### src/rtl/video_pkg.sv
// Shared video-pipeline constants and the pixel packer state encoding.
package video_pkg;
   localparam int RGB_W         = 24;
   localparam int DATA_W        = 32;
   localparam int SCREEN_WIDTH  = 640;
   localparam int SCREEN_HEIGHT = 480;

   // Rn = number of residual bytes held; FLUSH drains the tail of a line.
   typedef enum logic [2:0] {R0, R3, R2, R1, FLUSH} pack_state_t;
endpackage

### src/rtl/pixel_word_packer.sv
// Packs 24-bit RGB pixels densely into 32-bit little-endian stream words
// (4 pixels -> 3 words), zero-padding the tail of each line.
module pixel_word_packer #(
   parameter int RGB_W       = video_pkg::RGB_W,
   parameter int DATA_W      = video_pkg::DATA_W,
   parameter int LINE_PIXELS = video_pkg::SCREEN_WIDTH
) (
   input  logic              clk,
   input  logic              reset,
   input  logic              in_valid,
   output logic              in_ready,
   input  logic [RGB_W-1:0]  in_colour,
   input  logic              in_sof,
   input  logic              in_eol,
   output logic              out_valid,
   input  logic              out_ready,
   output logic [DATA_W-1:0] out_data,
   output logic              out_sof,
   output logic              out_eol,
   output logic              err_len
);
   import video_pkg::*;

   localparam int             CNT_W    = $clog2(LINE_PIXELS + 1);
   localparam logic [CNT_W:0] LINE_LEN = (CNT_W + 1)'(LINE_PIXELS);
   localparam logic [CNT_W:0] ONE      = (CNT_W + 1)'(1);

   pack_state_t       state_reg, state_next;
   logic [RGB_W-1:0]  res_reg, res_next;
   logic [CNT_W-1:0]  count_reg, count_next;
   logic              sof_pend_reg, sof_pend_next;
   logic              err_reg, err_next;
   logic              out_valid_reg, out_valid_next;
   logic [DATA_W-1:0] out_data_reg, out_data_next;
   logic              out_sof_reg, out_sof_next;
   logic              out_eol_reg, out_eol_next;

   logic              out_free;
   logic              in_fire;
   pack_state_t       eff_state;
   logic              sof_pend;
   logic [CNT_W:0]    count_base;
   logic [CNT_W:0]    count_inc;

   assign out_free  = !out_valid_reg || out_ready;
   assign in_ready  = !reset && (state_reg != FLUSH) && out_free;
   assign in_fire   = in_valid && in_ready;

   assign out_valid = out_valid_reg;
   assign out_data  = out_data_reg;
   assign out_sof   = out_sof_reg;
   assign out_eol   = out_eol_reg;
   assign err_len   = err_reg;

   // A new frame restarts the line count along with the byte alignment.
   assign count_base = in_sof ? '0 : {1'b0, count_reg};
   assign count_inc  = count_base + ONE;

   always_comb begin
      state_next     = state_reg;
      res_next       = res_reg;
      count_next     = count_reg;
      sof_pend_next  = sof_pend_reg;
      err_next       = err_reg;
      out_valid_next = out_valid_reg && !out_ready;
      out_data_next  = out_data_reg;
      out_sof_next   = out_sof_reg;
      out_eol_next   = out_eol_reg;
      eff_state      = state_reg;
      sof_pend       = sof_pend_reg;

      if (state_reg == FLUSH) begin
         if (out_free) begin
            // Residual is stored zero-extended, so it is already the padded word.
            out_valid_next = 1'b1;
            out_data_next  = {8'h00, res_reg};
            out_sof_next   = 1'b0;
            out_eol_next   = 1'b1;
            res_next       = '0;
            state_next     = R0;
         end
      end else if (in_fire) begin
         if (in_sof) begin
            if (state_reg != R0) begin
               err_next = 1'b1;
            end
            eff_state = R0;
            sof_pend  = 1'b1;
         end

         if (in_eol) begin
            count_next = '0;
            if (count_inc != LINE_LEN) begin
               err_next = 1'b1;
            end
         end else if (count_inc >= LINE_LEN) begin
            err_next   = 1'b1;
            count_next = LINE_LEN[CNT_W-1:0];
         end else begin
            count_next = count_inc[CNT_W-1:0];
         end

         case (eff_state)
            R0: begin
               if (in_eol) begin
                  out_valid_next = 1'b1;
                  out_data_next  = {8'h00, in_colour};
                  out_sof_next   = sof_pend;
                  out_eol_next   = 1'b1;
                  sof_pend_next  = 1'b0;
                  res_next       = '0;
                  state_next     = R0;
               end else begin
                  sof_pend_next  = sof_pend;
                  res_next       = in_colour;
                  state_next     = R3;
               end
            end
            R3: begin
               out_valid_next = 1'b1;
               out_data_next  = {in_colour[7:0], res_reg};
               out_sof_next   = sof_pend;
               out_eol_next   = 1'b0;
               sof_pend_next  = 1'b0;
               res_next       = {8'h00, in_colour[23:8]};
               state_next     = in_eol ? FLUSH : R2;
            end
            R2: begin
               out_valid_next = 1'b1;
               out_data_next  = {in_colour[15:0], res_reg[15:0]};
               out_sof_next   = sof_pend;
               out_eol_next   = 1'b0;
               sof_pend_next  = 1'b0;
               res_next       = {16'h0000, in_colour[23:16]};
               state_next     = in_eol ? FLUSH : R1;
            end
            R1: begin
               out_valid_next = 1'b1;
               out_data_next  = {in_colour, res_reg[7:0]};
               out_sof_next   = sof_pend;
               out_eol_next   = in_eol;
               sof_pend_next  = 1'b0;
               res_next       = '0;
               state_next     = R0;
            end
            default: begin
               state_next = R0;
            end
         endcase
      end
   end

   always_ff @(posedge clk) begin
      if (reset) begin
         state_reg     <= R0;
         res_reg       <= '0;
         count_reg     <= '0;
         sof_pend_reg  <= 1'b0;
         err_reg       <= 1'b0;
         out_valid_reg <= 1'b0;
         out_data_reg  <= '0;
         out_sof_reg   <= 1'b0;
         out_eol_reg   <= 1'b0;
      end else begin
         state_reg     <= state_next;
         res_reg       <= res_next;
         count_reg     <= count_next;
         sof_pend_reg  <= sof_pend_next;
         err_reg       <= err_next;
         out_valid_reg <= out_valid_next;
         out_data_reg  <= out_data_next;
         out_sof_reg   <= out_sof_next;
         out_eol_reg   <= out_eol_next;
      end
   end
endmodule

### config.mk
export PLATFORM = sky130hd
export DESIGN_NAME = pixel_word_packer
export DESIGN_NICKNAME = d
export VERILOG_FILES = /design/src/rtl/video_pkg.sv /design/src/rtl/pixel_word_packer.sv
export SDC_FILE = /design/constraint.sdc
export NUM_CORES = 1
export LEC_CHECK = 0
export BUFFER_PORTS_ARGS = -buffer_cell sky130_fd_sc_hd__buf_2
export CAP_MARGIN = 30
export CORE_MARGIN = 2
export CORE_UTILIZATION = 50
export CTS_CLUSTER_DIAMETER = 200
export DETAILED_ROUTE_END_ITERATION = 12
export PLACE_DENSITY = 0.72
export SLEW_MARGIN = 0
export SYNTH_ARGS = -nofsm -noshare
export SYNTH_HDL_FRONTEND = slang
export SYNTH_SLANG_ARGS = --single-unit
### constraint.sdc
create_clock -name clk -period 2.4 [get_ports clk]
set_clock_uncertainty 0.05 [all_clocks]
set_input_delay 0.24 -clock clk [delete_from_list [all_inputs] [get_ports clk]]
set_output_delay 0.24 -clock clk [all_outputs]
set_load 0.03 [all_outputs]
==> key figures <==
Power
  • Final Total Pwr: between 2000 and 3000 uW
  • Power per Cell Area: approximately 590 nW/um2
  • Worst IR Drop VDD: 323 uV
  • Leak: around 0.0018 uW

Drt
  • Vias per cell: around 6.4
  • DR vias: around 4000
  • Pre-antenna DRT Iters: 6
  • Drt wl/cell: 18.3 um
  • Iteration-0 DRC Markers: 406
  • Post-DRT Antenna Nets: 0
  • DR DRC count: 0
  • Total Wirelength: 11400 um

GRT
  • First-pass GRT wire length: ~19000 um
  • Vias in the first global route: roughly 3800
  • Largest net degree at the start of global routing: 61
  • GRT Overall Usage: a little over a quarter
  • Grt total ovfl: 0
  • Initial antenna violation count: 0

Status
  • Outcome: completed

Critical path
  • Kind of critical path: flip-flop to flip-flop
  • CP endpoint kind: flip-flop
  • CP Data Arrival Time: around 2400 ps
  • R2R Setup Slk: approximately 190 ps
  • Critical R2R Launch: state_reg[2]
  • FF-to-FF End: out_data[28]
  • Critical path cell sequence: nor2b_1 > nor2_1 > a31oi_1 > buf_4 > nand2_1 > a21oi_1
  • Critical path launch point type: flip-flop
  • CP top delay family: compound AO/OA/AOI/OAI gates
  • CP max stage cell: a31oi_1
  • WP data required: about 2600 ps
  • CP max stage delay: between 700 and 800 ps
  • Levels on crit path: 6
  • CP bufs+invs: 1
  • Max FO, Critical Path: 12
  • Reg2reg path depth: 6

CTS
  • Worst-Skew Late Latency: between 300 and 400 ps
  • Worst-path clk slew: about 80 ps
  • CTS tree: built
  • Root Driver: clkbuf_8
  • Clk buf depth: 2
  • Clk sinks: 74
  • Post-CTS Setup Inserts: 0
  • CTS buffer count: 9
  • CTS H-tree depth: 3

Logic synthesis
  • Synth Warn #: 0
  • Syn nets: 494
  • #FFs+latches synth: 74
  • Top-count cell post-synth: dfxtp_1
  • Cell count after synthesis: 464
  • Synth area leaders: dfxtp_1 37%, nor2_1 6.0%, a22oi_1 3.8%
  • Main synth FF type: dfxtp_1
  • Distinct cells, synth: 57
  • Netlist Area Pre-Place: between 3000 and 4000 um2
  • Sequential fraction of the synthesis area: around 37%
  • Async SR Flop Fraction: 0%
  • Post-synth top cells: 74 x dfxtp_1, 63 x nor2_1, 30 x o21ai_0
  • Synth top area share: between 30 and 40%
  • Synth Area per Inst: ~8.6 um2
  • Synth area leader: dfxtp_1
  • Post-synth EDFFs: 0

Floorplan
  • Io pins: 67
  • Rows: 32
  • Die ar.: roughly 8700 um2
  • Total core area: between 7000 and 8000 um2
  • Initial Util: 51.4%
  • Die Span Y: ~93 um
  • Die extent in x: 93.1 um

Timing
  • Final Critical Period: 2210 ps
  • Relative slew slack: between 30% and 40%
  • Worst-Margin Slew: roughly 940 ps
  • Final Cycle Share: 92.2%
  • Final hold slack: about 160 ps
  • Unrepaired setup endpoints after global routing: no
  • FMAX: about 0.45 GHz
  • Fin. max-slew vios: 0
  • # setup viols final: 0
  • Setup TNS: 0 ps
  • Endpoints failing hold: 0

Worst hold path
  • Min-Delay Path Depth: 2
  • HP Class: input port to flip-flop
  • Hold Path End: sof_pend_reg
  • HP Start: reset

Final layout
  • Area Growth Syn to Fin: 13.8%
  • Non-Filler Instances: 625
  • Diodes inserted: 0
  • Share of layout cells above drive strength 1: approximately 24%
  • Nets: about 550
  • Max reg flops: 32

Place
  • IO Port Bufs: 66
  • DP HPWL: ~8200 um
  • Final Wtd Congestion: a little over 0.9
  • Placed cell count: between 600 and 700

Flow run
  • Maxcap violations: 0
[layer usage]
metal  global-route usage [%]  up-vias  wire, um
met1                     35.6     1911      5190
met3                     4.75       24       670
met2                     41.9      154      5330
met5                        0        -         0
met4                     14.2        0       244
li1                         -     1882         -
[timing repair]
action / CTS / global route
endpoints found under the setup margin: 0 / 8
resized for setup: 0 / 1
hold buffers: 0 / 0
[through the flow]
stage	setup slack [ps]	utilization, %	cell area (um2)
after floorplan	623	-	3970
after global placement	302	56.3	4350
after detailed placement	201	56.3	4350
after CTS	163	58.4	4510
after global routing	19.1	58.5	4520
final	188	58.5	4520
[worst max path at each step]
stage	startpoint	endpoint	slack, ps
after floorplan	out_valid	out_data[23]	620
after global placement	state_reg[0]	res_reg[16]	300
after detailed placement	state_reg[0]	res_reg[19]	200
after CTS	state_reg[0]	res_reg[21]	160
after global routing	state_reg[2]	out_data[26]	20
final	state_reg[2]	out_data[28]	190
[worst reg2reg max path, stage by stage, from the launching register on]
cell,delay (ps)
dfxtp_1,530
nor2b_1,240
nor2_1,110
a31oi_1,720
buf_4,300
nand2_1,60
a21oi_1,120
[area by class of cell]
cell class	count	area (um2)
clock buffers	13	149
well taps	102	128
fillers	739	3210
multi-input cells	341	2220
inverters	4	15.0
repair buffers	88	508
flip-flops and latches	74	1480
clock inverters	3	15.0
[layout by cell type, fill, tap and decap left out, types with 10 or more instances in the layout]
cell type  Yosys  final
dfxtp_1       74     74
buf_2         12     66
nor2_1        63     62
o21ai_0       30     30
nand2_1       28     28
a21oi_1       22     22
buf_4          2     21
a22oi_1       20     20
a22o_1        16     16
a211oi_1      16     16
a222oi_1      13     13
nand3_1       13     13
a32oi_1       12     12
nor2b_1       10     10
clkbuf_8       0     10
[power by group]
| group | leakage [uW] | total [uW] | switching, uW | internal [uW] |
|---|---|---|---|---|
| Clock | 0.0000872 | 847 | 447 | 400 |
| Combinational | 0.00106 | 491 | 319 | 172 |
| Sequential | 0.000603 | 1320 | 34.2 | 1280 |
[cell families (layout without fill, tap and decap cells)]
group	after synthesis	after routing	synth area share, %
buffers and inverters	49	108	6.94
AO/OA/AOI/OAI	179	179	34.1
flip-flops	74	74	37.3
multiplexers	16	16	4.29
AND/OR/NAND/NOR	146	146	17.3
Power figures use the tool's default switching activity.
